## src/rtl/instr_fetch.sv

```systemverilog
// Instruction fetch stage: requests one instruction word per fetch_start,
// holds it in the instruction register until it is retired, and advances or
// redirects the program counter on retirement. A fetch that never sees an ack
// completes with a HALT instruction and raises a sticky error flag. halt
// freezes the stage until the next reset.
module instr_fetch #(
  parameter int PC_W    = 8,
  parameter int INSTR_W = 16,
  parameter int TIMEOUT = 15
) (
  input  logic               clk,
  input  logic               reset_n,
  input  logic               fetch_start,
  input  logic               pc_enable,
  input  logic               halt,
  input  logic               branch_valid,
  input  logic [PC_W-1:0]    branch_target,
  output logic               imem_req,
  output logic [PC_W-1:0]    imem_addr,
  input  logic               imem_ack,
  input  logic [INSTR_W-1:0] imem_rdata,
  output logic [3:0]         opcode,
  output logic [3:0]         rd,
  output logic [3:0]         rs,
  output logic [7:0]         imm,
  output logic               instr_valid,
  output logic [PC_W-1:0]    pc,
  output logic               fetch_err
);

  typedef enum logic [1:0] {
    ST_IDLE   = 2'd0,
    ST_REQ    = 2'd1,
    ST_VALID  = 2'd2,
    ST_HALTED = 2'd3
  } state_t;

  // Word substituted for a fetch that timed out: HALT opcode, all other fields zero.
  localparam logic [INSTR_W-1:0] HALT_WORD_C = {4'hF, {(INSTR_W-4){1'b0}}};
  localparam logic [PC_W-1:0]    PC_ONE_C    = {{(PC_W-1){1'b0}}, 1'b1};
  // Wait-count value seen during the last ack-less cycle before giving up.
  localparam logic [7:0]         WAIT_LAST_C = 8'(TIMEOUT - 1);

  state_t             state_r, state_s;
  logic [PC_W-1:0]    pc_r, pc_s;
  logic [INSTR_W-1:0] ir_r, ir_s;
  logic               instr_valid_r, instr_valid_s;
  logic               imem_req_r, imem_req_s;
  logic               fetch_err_r, fetch_err_s;
  logic [7:0]         wait_cnt_r, wait_cnt_s;

  // Next-state and next-register computation; halt overrides every other request.
  always_comb begin
    state_s       = state_r;
    pc_s          = pc_r;
    ir_s          = ir_r;
    instr_valid_s = instr_valid_r;
    fetch_err_s   = fetch_err_r;
    wait_cnt_s    = wait_cnt_r;
    if (halt) begin
      state_s = ST_HALTED;
    end else begin
      case (state_r)
        ST_IDLE: begin
          if (fetch_start) begin
            state_s    = ST_REQ;
            wait_cnt_s = 8'd0;
          end else begin
            state_s = ST_IDLE;
          end
        end
        ST_REQ: begin
          if (imem_ack) begin
            ir_s          = imem_rdata;
            instr_valid_s = 1'b1;
            state_s       = ST_VALID;
          end else if (wait_cnt_r == WAIT_LAST_C) begin
            ir_s          = HALT_WORD_C;
            instr_valid_s = 1'b1;
            fetch_err_s   = 1'b1;
            wait_cnt_s    = 8'd0;
            state_s       = ST_VALID;
          end else begin
            wait_cnt_s = wait_cnt_r + 8'd1;
          end
        end
        ST_VALID: begin
          if (pc_enable) begin
            if (branch_valid) begin
              pc_s = branch_target;
            end else begin
              pc_s = pc_r + PC_ONE_C;
            end
            instr_valid_s = 1'b0;
            state_s       = ST_IDLE;
          end else begin
            state_s = ST_VALID;
          end
        end
        ST_HALTED: begin
          state_s = ST_HALTED;
        end
        default: begin
          state_s = ST_IDLE;
        end
      endcase
    end
    // The request line is registered from the state being entered, so it is
    // high exactly while the state register holds REQ.
    imem_req_s = (state_s == ST_REQ);
  end

  // State and datapath registers; reset clears everything at once, including
  // an outstanding memory request.
  always_ff @(posedge clk or negedge reset_n) begin
    if (!reset_n) begin
      state_r       <= ST_IDLE;
      pc_r          <= {PC_W{1'b0}};
      ir_r          <= {INSTR_W{1'b0}};
      instr_valid_r <= 1'b0;
      imem_req_r    <= 1'b0;
      fetch_err_r   <= 1'b0;
      wait_cnt_r    <= 8'd0;
    end else begin
      state_r       <= state_s;
      pc_r          <= pc_s;
      ir_r          <= ir_s;
      instr_valid_r <= instr_valid_s;
      imem_req_r    <= imem_req_s;
      fetch_err_r   <= fetch_err_s;
      wait_cnt_r    <= wait_cnt_s;
    end
  end

  assign imem_req    = imem_req_r;
  assign imem_addr   = pc_r;
  assign pc          = pc_r;
  assign instr_valid = instr_valid_r;
  assign fetch_err   = fetch_err_r;
  assign opcode      = ir_r[15:12];
  assign rd          = ir_r[11:8];
  assign rs          = ir_r[7:4];
  assign imm         = ir_r[7:0];

endmodule
```

## config.mk

```make
export PLATFORM = sky130hd
export DESIGN_NAME = instr_fetch
export DESIGN_NICKNAME = d
export VERILOG_FILES = /design/src/rtl/instr_fetch.sv
export SDC_FILE = /design/constraint.sdc
export NUM_CORES = 1
export LEC_CHECK = 0
export ABC_AREA = 1
export ABC_CLOCK_PERIOD_IN_PS = 2850
export CAP_MARGIN = 20
export CORE_MARGIN = 5
export CORE_UTILIZATION = 45
export CTS_CLUSTER_SIZE = 10
export DETAILED_ROUTE_END_ITERATION = 16
export PLACE_DENSITY = 0.91
export SYNTH_ARGS = -nofsm -noshare
export SYNTH_HDL_FRONTEND = slang
export SYNTH_SLANG_ARGS = --single-unit
```

## constraint.sdc

```tcl
create_clock -name clk -period 2.85 [get_ports clk]
set_clock_uncertainty 0.1 [all_clocks]
set_input_delay 0.4275 -clock clk [delete_from_list [all_inputs] [get_ports clk]]
set_output_delay 0.4275 -clock clk [all_outputs]
set_load 0.05 [all_outputs]
```

## Yosys cells after proc, flatten, opt, wreduce, memory -nomap -nowiden

Index checks and enable logic that the tools add are counted.

- Flip-flop bits (word level): 37
- Input port bits: 31
- Output and inout port bits: 39
- Logic and storage cells: 46

- Add/subtract/negate cells: 2
- Equal/unequal tests: 9
- Multiplexer cells: 17
- Bitwise logic cells: 2
- Reduce and logical (&&, ||, !) cells: 9

Operators with widths:

| kind | number |
|---|---|
| $mux W16 | 2 |
| $mux W8 | 4 |
| $add A8 B1 Y8 const B | 2 |
| $pmux W8 S2 | 1 |
| $reduce_and A4 Y1 | 3 |
| $eq A8 B4 Y1 const B | 1 |
| $mux W2 | 4 |
| $pmux W2 S4 | 1 |
| $ne A2 B2 Y1 const B | 3 |
| $reduce_and A3 Y1 | 2 |
| $reduce_bool A2 Y1 | 3 |
| $eq A2 B1 Y1 const B | 2 |
| $eq A2 B2 Y1 const B | 2 |
| $mux W1 | 4 |
| $ne A3 B3 Y1 const B | 1 |
| $logic_not A2 Y1 | 1 |
| $not A1 Y1 | 2 |
| $pmux W1 S2 | 1 |

## Logic depth before layout (Yosys ltp)

Gate-level depths: netlist of the first run.

- Depth in word-level cells: 6
- Mapped depth: 9
- Depth with buffers taken out: 9

## Worst setup path after synthesis of the first run

No wires, ideal clock.

- Path type: register to register
- Start: reg pc_r[1], in the netlist imem_addr[1]
- End: reg pc_r[6], in the netlist imem_addr[6]
- Setup time: 0.113 ns
- Data arrival time: 1.415 ns
- Data required time: 2.637 ns
- Slack: 1.223 ns
- Cell stages (with the launch flop): 9
- Buffers on the path: 0
- Period minus slack after synthesis: 1.627 ns
- Cells stage by stage: dfrtp_1 ha_1 nand2_1 nor3_1 nand2_1 nand2_1 nand2_1 nand2_1 inv_1

- Cells in the longest elaborated chain, start to end: 2

RTL lines:

| element | line | text |
|---|---|---|
| from (decl) | 45 | `logic [PC_W-1:0] pc_r, pc_s;` |
| from (signal assigned) | 118 | `pc_r <= {PC_W{1'b0}};` |
| from (signal assigned) | 126 | `pc_r <= pc_s;` |
| $add A8 B1 Y8 | 92 | `pc_s = pc_r + PC_ONE_C;` |
| $mux W8 | 89 | `if (branch_valid) begin` |

Every way passes these cells.
A chain may end at the register's enable or synchronous reset.

## Worst setup path in the final report of the first run

- Start: reg pc_r[2], in the netlist imem_addr[2]
- End: out pc[2]

RTL lines:

| element | line | text |
|---|---|---|
| to (decl) | 27 | `output logic [PC_W-1:0] pc,` |

No word-level cell between the ends.

==> reports/qor.csv, run 1 <==
stage;metric;value;unit
placed_design;pre_cts_slack;0.804;ns
clocking;numCtsBuffers;5;
worst_setup_path;crit_fanout;7;
finish;antennaDiodeCount;0;
global_route;use_met1;0.210;
route;dr.pass1.iters;6;
pwr;peakVddDrop;0.000166;V
pwr;powerDensity;467;nW/µm²
route;dr_total_vias;2031;
synthesis;yosys_warnings;0;
clocking;insertion_delay;0.29;ns
sta;tightest_slew;0.900;ns
clocking;cts-htree-levels;2;
sta;max_freq;473;MHz
global_route;antenna_found_initial;0;
pwr;finalPower;1.31;mW
sta;slew_viol_final;0;
sta;setup-tns-final;0;ns
placed_design;dp_hpwl;4.11;mm
synthesis;synth_top_cell_area_share;0.444;
finish;final_cell_mix;85 x nand2_1, 68 x clkdlybuf4s50_1, 37 x dfrtp_1, 29 x inv_1, 22 x nand4_1;
finish;utilization;0.635;
run_status;status;complete, no violations;
synthesis;synth_top_area_cell;dfrtp_1;
synthesis;yosys.area_share.adder;0.0180;
placed_design;portBuffers;69;
worst_setup_path;cp_num_buf_inv;1;
sta;rsz0062_at_grt;no;
worst_setup_path;crit_family;buffers and inverters;
finish;synthToLayoutAreaGrowth;34.7;%
clocking;cts-root-buf;clkbuf_8;
synthesis;async_flop_share;1.00;
synthesis;synth_area_leaders;dfrtp_1 44%, nand2_1 15%, nand4_1 6.6%;
worst_setup_path;required;2.32;ns
synthesis;netlist_instances;271;
placed_design;gp_congestion;0.905;
synthesis;ys.flop_type;dfrtp_1;
worst_setup_path;critPathSlowestCell;clkdlybuf4s50_1;
worst_setup_path;arrival;1.59;ns
sta;maxSlewHeadroom;0.400;
synthesis;synth_seq_cells;37;
synthesis;synth_mux_area_frac;0;
worst_setup_path;cp_cell_sequence;clkdlybuf4s50_1;
placed_design;dpl.cell_count;375;
worst_setup_path;timing.rr.end;imem_req;
synthesis;synth_top_family_by_area;simple AND/OR/NAND/NOR gates;
synthesis;synth_area;2080;µm²
global_route;grt-ovfl-total;0;
worst_setup_path;r2r_slack;1.06;ns
worst_setup_path;slowest_delay;0.85;ns
clocking;clk_pin_slew;0.07;ns
synthesis;yosys.area_share.simple;0.342;
global_route;grt_pass1_vias;1895;
worst_hold_path;hp-class;in -> async;
synthesis;synth-edff-count;0;
clocking;cts_tree;done;
die;core;4410;µm²
finish;fin_area;2810;µm²
synthesis;synth-xor-area-share;0.00420;
die;rows;24;
route;viasPerCell;5.30;
route;route.antenna.remaining_nets;0;
clocking;clock_sinks;37;
route;drt-initial-drc-count;219;
sta;hold_viol;0;
sta;finalSetupViolCount;0;
route;drc;0;
clocking;cts.hold.buffers_added;0;
job;timing.max_cap.violations;0;
route;wirelength;5.35;mm
clocking;post_cts_resize_count;0;
die;dieArea;6090;µm²
global_route;busiest_layer;met2;
clocking;post-cts-setup-buffer-count;0;
route;wl_per_cell;14.0;µm
worst_setup_path;worstRegToRegCells;7;
worst_setup_path;endpoint_kind;output port;
die;ioPinCount;70;
finish;drive_gt1_frac;0.0755;
synthesis;synth_compound_area_frac;0.0691;
sta;finalHoldWorstSlack;0.158;ns
worst_setup_path;crit_type;reg -> out;
die;initial_core_util;0.472;
global_route;use_met3;0.0343;
global_route;grt_pass1_wl;8.89;mm
pwr;p_leak;1.41;nW
finish;final_cells;383;
clocking;ctsLongestPathBuffers;2;
synthesis;yosysSeqAreaShare;0.444;
finish;fin_nets;364;
sta;period_minus_slack;2.11;ns
global_route;grt_usage;0.180;
synthesis;synth_fp_nets;305;
synthesis;avgSynthCellArea;7.69;µm²
sta;timing.final.crit_share;0.742;
finish;final_common_cell;nand2_1;
sta;fin_ws;0.735;ns
die;die_h;78.0;µm
synthesis;ys_types;26;
global_route;grtUsageMet2;0.314;
worst_setup_path;rr_startpoint;wait_cnt_r[0];
worst_setup_path;crit_path_start_kind;flop;
die;fp.dieW;78.0;µm
placed_design;placed_area;2720;µm²
global_route;grt_max_degree;38;
final cells by class:
cell class                 instances  area, µm²
clock buffer                       6       72.6
multi-input combinational        183        903
sequential                        37        926
tap                               52       65.1
timing repair buffer              73        716
clock inverter                     2       10.0
inverter                          30        113
fill                             353       1610
flip-flops by register name (all words and copies together), names as in the netlist:
signal and cells:
fetch_err 1, imem_addr 8, imem_req 1, instr_valid 1, ir_r 16, state_r 2
wait_cnt_r 8
routing by layer:
metal | vias up | part of all wire
met5 | - | 0
met4 | 0 | 0.025
met3 | 10 | 0.063
met2 | 83 | 0.52
met1 | 958 | 0.39
li1 | 980 | -
cell usage after synthesis (3+ instances only):
cell	n
inv_1	29
nand2_1	85
buf_4	13
ha_1	3
o21ai_0	13
nand3_1	15
or2_2	7
nand4_1	22
buf_2	5
dfrtp_1	37
nor3_1	4
nor2_1	21
logic make-up after synthesis:
kind of cell             count (synthesis)
AND/OR/NAND/NOR                        157
buffers and inverters                   51
flip-flops                              37
AO/OA/AOI/OAI                           22
adder cells (fa/ha/maj)                  3
XOR/XNOR                                 1
how the worst max path moves through the flow:
stage / start / to / slack (ns) / depth (start not counted)
CTS: imem_addr[2] / pc[2] / 0.73 / 1
detailed placement: halt / imem_addr[6] / 0.80 / 9
global placement: branch_valid / imem_addr[5] / 0.83 / 7
floorplan: imem_addr[1] / imem_addr[6] / 1.22 / 8
global route: imem_addr[2] / pc[2] / 0.69 / 1
finish: imem_addr[2] / pc[2] / 0.74 / 1
power breakdown:
part	internal, mW	switching, mW	total (mW)
clock network	0.169	0.179	0.348
registers	0.561	0.0319	0.593
logic	0.136	0.233	0.368
total	0.866	0.444	1.31
(Power assumes the default switching activity.)
==> run 2, diff against run 1 <==
--- a/config.mk
+++ b/config.mk
@@ -6,7 +6,7 @@
 export NUM_CORES = 1
 export LEC_CHECK = 0
 export ABC_AREA = 1
-export ABC_CLOCK_PERIOD_IN_PS = 2850
+export ABC_CLOCK_PERIOD_IN_PS = 2029
 export CAP_MARGIN = 20
 export CORE_MARGIN = 5
 export CORE_UTILIZATION = 45
==> constraint.sdc (replaced) <==
create_clock -name clk -period 2.03 [get_ports clk]
set_clock_uncertainty 0.1 [all_clocks]
set_input_delay 0.3045 -clock clk [delete_from_list [all_inputs] [get_ports clk]]
set_output_delay 0.3045 -clock clk [all_outputs]
set_load 0.05 [all_outputs]
==> run 2 against run 1 <==
Effect of this change: via count rose by 1.4%; first-iteration DRC count fell by 44%; global-route usage rose by 0.40 points; sequential power rose by 40%; total power rose by 42%; design area rose by 1.9%; clock power rose by 44%; final cell count rose by 1.6%; register-to-register slack got worse by 0.74 ns; critical path type unchanged; highest routed layer unchanged.
==> reports/qor.csv, run 2 (synthesized netlist as in run 1, its figures left out) <==
stage;metric;value;unit;change
run_status;status;complete, no violations;;
global_route;grt_pass1_wl;9.06;mm;+1.9%
worst_setup_path;crit_type;reg -> out;;
job;timing.max_cap.violations;0;;unchanged
sta;timing.final.crit_share;0.973;;
sta;finalSetupViolCount;0;;unchanged
worst_setup_path;crit_fanout;6;;-1
worst_hold_path;hp-class;reg -> reg;;
die;initial_core_util;0.472;;unchanged
route;drt-initial-drc-count;123;;-44%
sta;hold_viol;0;;unchanged
worst_setup_path;cp.depth;1;;unchanged
placed_design;dpl.cell_count;380;;+1.3%
placed_design;gp_congestion;0.882;;-2.6%
placed_design;portBuffers;69;;unchanged
finish;regMostFlops;ir_r;;
pwr;p_leak;1.46;nW;+3.2%
clocking;numCtsBuffers;5;;unchanged
route;wirelength;5.60;mm;+4.7%
sta;fin_ws;0.0549;ns;-0.680 ns
global_route;grt_usage;0.184;;+0.00400
clocking;cts-root-buf;clkbuf_8;;
finish;fin_nets;370;;+1.6%
global_route;busiest_layer;met2;;
finish;final_common_cell;nand2_1;;
sta;tightest_slew;0.541;ns;-0.358 ns
worst_setup_path;slowest_delay;0.85;ns;about the same
sta;slew_viol_final;0;;unchanged
worst_setup_path;arrival;1.57;ns;-0.02 ns
die;fp.dieW;78.0;µm;unchanged
clocking;post-cts-setup-buffer-count;0;;unchanged
sta;period_minus_slack;1.98;ns;
sta;rsz0062_at_grt;no;;
global_route;use_met3;0.0469;;+0.0126
worst_setup_path;crit_start;imem_addr[1];;
placed_design;pre_cts_slack;0.172;ns;-0.632 ns
finish;final_cell_mix;85 x nand2_1, 67 x clkdlybuf4s50_1, 37 x dfrtp_1, 29 x inv_1, 22 x nand4_1;;
die;die_h;78.0;µm;unchanged
global_route;grt_pass1_vias;1959;;+3.4%
route;drc;0;;unchanged
worst_setup_path;rr_startpoint;wait_cnt_r[0];;
clocking;clock_sinks;37;;unchanged
route;dr.pass1.iters;4;;-2
global_route;use_met1;0.210;;-0.000811
placed_design;dp_hpwl;4.13;mm;+0.40%
finish;utilization;0.648;;+0.0122
clocking;clk_pin_slew;0.07;ns;about the same
finish;antennaDiodeCount;0;;unchanged
worst_setup_path;cp_cell_sequence;clkdlybuf4s50_1;;
worst_setup_path;critPathSlowestCell;clkdlybuf4s50_1;;
global_route;grtUsageMet2;0.310;;-0.00414
worst_setup_path;cp_num_buf_inv;1;;unchanged
sta;maxSlewHeadroom;0.638;;+0.238
die;core;4410;µm²;unchanged
global_route;grt_max_degree;38;;unchanged
route;wl_per_cell;14.4;µm;+3.1%
die;ioPinCount;70;;unchanged
pwr;powerDensity;651;nW/µm²;+39%
clocking;cts-htree-levels;2;;unchanged
finish;largest_reg_flops;16;;unchanged
clocking;ctsLongestPathBuffers;2;;unchanged
route;route.antenna.remaining_nets;0;;unchanged
worst_setup_path;crit_path_start_kind;flop;;
worst_setup_path;worstRegToRegCells;7;;unchanged
worst_setup_path;crit_family;buffers and inverters;;
die;dieArea;6090;µm²;unchanged
finish;synthToLayoutAreaGrowth;37.2;%;
sta;setup-tns-final;0;ns;unchanged
die;rows;24;;unchanged
global_route;grt-ovfl-total;0;;unchanged
pwr;peakVddDrop;0.000255;V;+53%
route;viasPerCell;5.29;;-0.19%
clocking;insertion_delay;0.30;ns;about the same
sta;max_freq;506;MHz;
clocking;cts_tree;done;;
finish;drive_gt1_frac;0.0920;;+0.0165
worst_setup_path;endpoint_kind;output port;;
route;dr_total_vias;2059;;+1.4%
global_route;antenna_found_initial;0;;unchanged
finish;final_cells;389;;+1.6%
worst_setup_path;required;1.63;ns;-0.69 ns
worst_hold_path;holdCritStartpoint;ir_r[11];;
worst_hold_path;whs_path_depth;2;;
==> run 2: path summary, 6_finish.rpt <==
check / slack, ns / end
max: 0.05 / pc[1]
min: 0.37 / ir_r[11]
max reg2reg: 0.32 / imem_req
min reg2reg: 0.37 / ir_r[11]
max in group asynchronous: 1.02 / imem_addr[7]
min in group asynchronous: 0.49 / state_r[0]
==> run 2: power by group <==
part           internal (mW)  switching, mW  total (mW)
clock                  0.237          0.265       0.502
combinational          0.196          0.331       0.527
sequential             0.787         0.0451       0.833
total                   1.22          0.641        1.86
==> run 2: per-stage QoR <==
stage          power (mW)  hold slack (ns)  cell area, µm²
2_1_floorplan        1.17          -0.0911            2080
3_3_place_gp         1.36            0.271            2760
3_5_place_dp         1.37            0.276            2760
4_1_cts              1.88            0.377            2860
5_1_grt              1.94            0.415            2860
6_report             1.86            0.375            2860
==> run 2: final cells by class <==
cell class,instances,area (µm²)
Timing Repair Buffer,79,766
Multi-Input combinational cell,183,903
Inverter,30,113
Fill cell,368,1560
Tap cell,52,65.1
Sequential cell,37,926
Clock buffer,5,68.8
Clock inverter,3,17.5
==> run 2: tightest hold or removal path, delay by kind of cell, from the launching register on <==
family	cells	cell delay (ns)
DFF	1	0.35
and+or+nand+nor	2	0.10
==> run 2: timing repair <==
item / CTS / global route
hold buffers: 1 / 0
gates resized for setup: 0 / 1
endpoints found under the setup margin: 0 / 1
endpoints found under the hold margin: 37 / 0
==> run 2: layer usage <==
layer  wire length (µm)  vias up
met2               2810       88
met1               2180      957
met3                361       23
met5                  0        -
li1                   -      991
met4                238        0
==> variant: new RTL, config.mk and constraints of run 2 <==
The parameter `PC_W` goes from 8 to 9.
--- a/src/rtl/instr_fetch.sv
+++ b/src/rtl/instr_fetch.sv
@@ -5,5 +5,5 @@
 // freezes the stage until the next reset.
 module instr_fetch #(
-  parameter int PC_W    = 8,
+  parameter int PC_W    = 9,
   parameter int INSTR_W = 16,
   parameter int TIMEOUT = 15
Ports: changed (resized branch_target, imem_addr and pc); port bits go from 70 to 73. No check against the original RTL was run, so the function may have changed too.
==> variant against run 2 <==
- cell area up 4.3%
- largest cell class unchanged
- area after synthesis up 6.2%
- critical endpoint is now imem_addr[0]
- sequential cell count up 1
- wire length down 2.0%
- largest power group unchanged
- power up 2.6%
- sequential share of layout area down 0.49 points
- maximum frequency up 0.37%
- worst setup slack better by 7.4 ps
==> variant: results (changes against run 2) <==
run_status:
  outcome: "finished clean"  # unchanged
critical_path:
  crit_family: "buffers and inverters"  # unchanged
  critPathMaxStageDelay_ps: 840
  worst-path-max-fanout: 6  # unchanged
  cpMaxStageDelayCell: "clkdlybuf4s50_1"  # unchanged
logic_synthesis:
  muxShareOfSynthArea_pct: 0  # unchanged
  synth_area_per_cell_um2: 7.50  # was 7.69 um^2
  synth-compound-area-share_pct: 7.52  # was 6.91%
  synthXorXnorAreaFrac_pct: 0  # was 0.420%
  yosys-top-cells-count: "nand2_1 (92), inv_1 (39), dfrtp_1 (38)"  # was nand2_1 (85), dfrtp_1 (37), inv_1 (29)
  synthDistinctLibCells: 26  # unchanged
  synth_area_leaders: "dfrtp_1 (43%), nand2_1 (16%), inv_1 (6.6%)"  # was dfrtp_1 (44%), nand2_1 (15%), nand4_1 (6.6%)
  synth_fa_ha_area_share_pct: 1.70  # was 1.80%
  yosysWarnings: 0  # unchanged
  synth_seq_area_share_pct: 43.0  # was 44.4%
  syn-num-nets: 330  # was 305
  synth_edf_count: 0  # unchanged
  synthArstFlopShare_pct: 100  # unchanged
  yosys_most_used_dff: "dfrtp_1"  # unchanged
routing:
  drtIter0Drc: 75  # was 123
  dr.pass1.iters: 4  # unchanged
  drc_errors: 0  # unchanged
  post_drt_wl_per_cell_um: 13.0  # was 14.4 um
  viasPerCell: 5.00  # was 5.29
final_layout:
  final_cells: 422  # was 389
  fill_cells: 428  # was 368
  drive_gt1_share_pct: 6.76  # was 9.20%
  largest_reg_flops: 16  # unchanged
  top_register: "ir_r"  # unchanged
  finalNetCount: 391  # was 370
  insertedDiodeCount: 0  # unchanged
power:
  vdd_ir_drop_max_mv: 0.394  # was 0.255 mV
  leakage_nw: 1.57  # was 1.46 nW
placement:
  pre_cts_slack_ps: 211  # was 172 ps
  hpwl_um: 4070  # was 4130 um
  io_buffers: 72  # was 69
  routabilityCongestion: 0.950  # was 0.882
cts:
  cts_resized: 0  # unchanged
  clk_pin_slew_ps: 70  # about the same
  clockBufferDepth: 2  # unchanged
  worstSkewPairLatency_ps: 290
  clockRootBuffer: "clkbuf_8"  # unchanged
  postCtsSetupRepairBufs: 0  # unchanged
  numCtsBuffers: 5  # unchanged
  cts_max_level: 2  # unchanged
min_path:
  hp-class: "input port to async pin"  # was flop to flop
sta:
  setup_tns_ps: 0  # unchanged
  maxSlewHeadroom_pct: 44.5  # was 63.8%
global_routing:
  grt_max_degree: 39  # was 38
  grt_usage_pct: 17.8  # was 18.4%
  grt_antenna_before_repair: 0  # unchanged
  grt_pass1_wl_um: 9000  # was 9060 um
## variant: path summary, 6_finish.rpt
kind | cells past startpoint | start | end | slack (ps)
setup reg to reg | 7 | wait_cnt_r[0]$_DFFE_PN0P_ | imem_req$_DFF_PN0_ | 310
hold / removal | 1 | reset_n | imem_addr[2]$_DFFE_PN0P_ | 7
hold reg to reg | 2 | ir_r[14]$_DFFE_PN0P_ | ir_r[14]$_DFFE_PN0P_ | 380
max in group asynchronous | 1 | reset_n | fetch_err$_DFFE_PN0P_ | 1300
setup / recovery | 1 | imem_addr[0]$_DFFE_PN0P_ | imem_addr[0] | 60
min in group clk | 2 | ir_r[14]$_DFFE_PN0P_ | ir_r[14]$_DFFE_PN0P_ | 380
## variant: logic make-up after synthesis
family	Yosys count
AND/OR/NAND/NOR	165
adder cells (fa/ha/maj)	3
flip-flops	38
AO/OA/AOI/OAI	26
buffers and inverters	63
## variant: where the power goes
part	switching (W)	internal, W	leakage (nW)
clock	0.000248	0.000262	0.0431
combinational	0.000346	0.000197	1.05
sequential	0.0000473	0.000809	0.483
## variant: layer usage
layer  global-route usage (%)  wire, um  vias to the layer above
li1                         -         -                     1050
met1                     19.3      2190                      979
met2                     32.5      2770                       72
met3                     4.93       444                        8
met4                     6.76        71                        0
met5                        0         0                        -
## variant: cell type report
cell class                      instances  area (um^2)  area share (%)
Tap cell                               67         83.8            2.81
Timing Repair Buffer                   78          768            25.8
Clock buffer                            6         82.6            2.77
Multi-Input combinational cell        194          950            31.9
Sequential cell                        38          951            31.9
Inverter                               39          146            4.91
## variant: per-stage QoR
step           utilization, %  instance area (um^2)
6_report                 62.7                  2980
5_1_grt                  62.7                  2980
4_1_cts                  62.6                  2970
3_5_place_dp             60.8                  2890
3_3_place_gp             60.8                  2890
2_1_floorplan               -                  2210
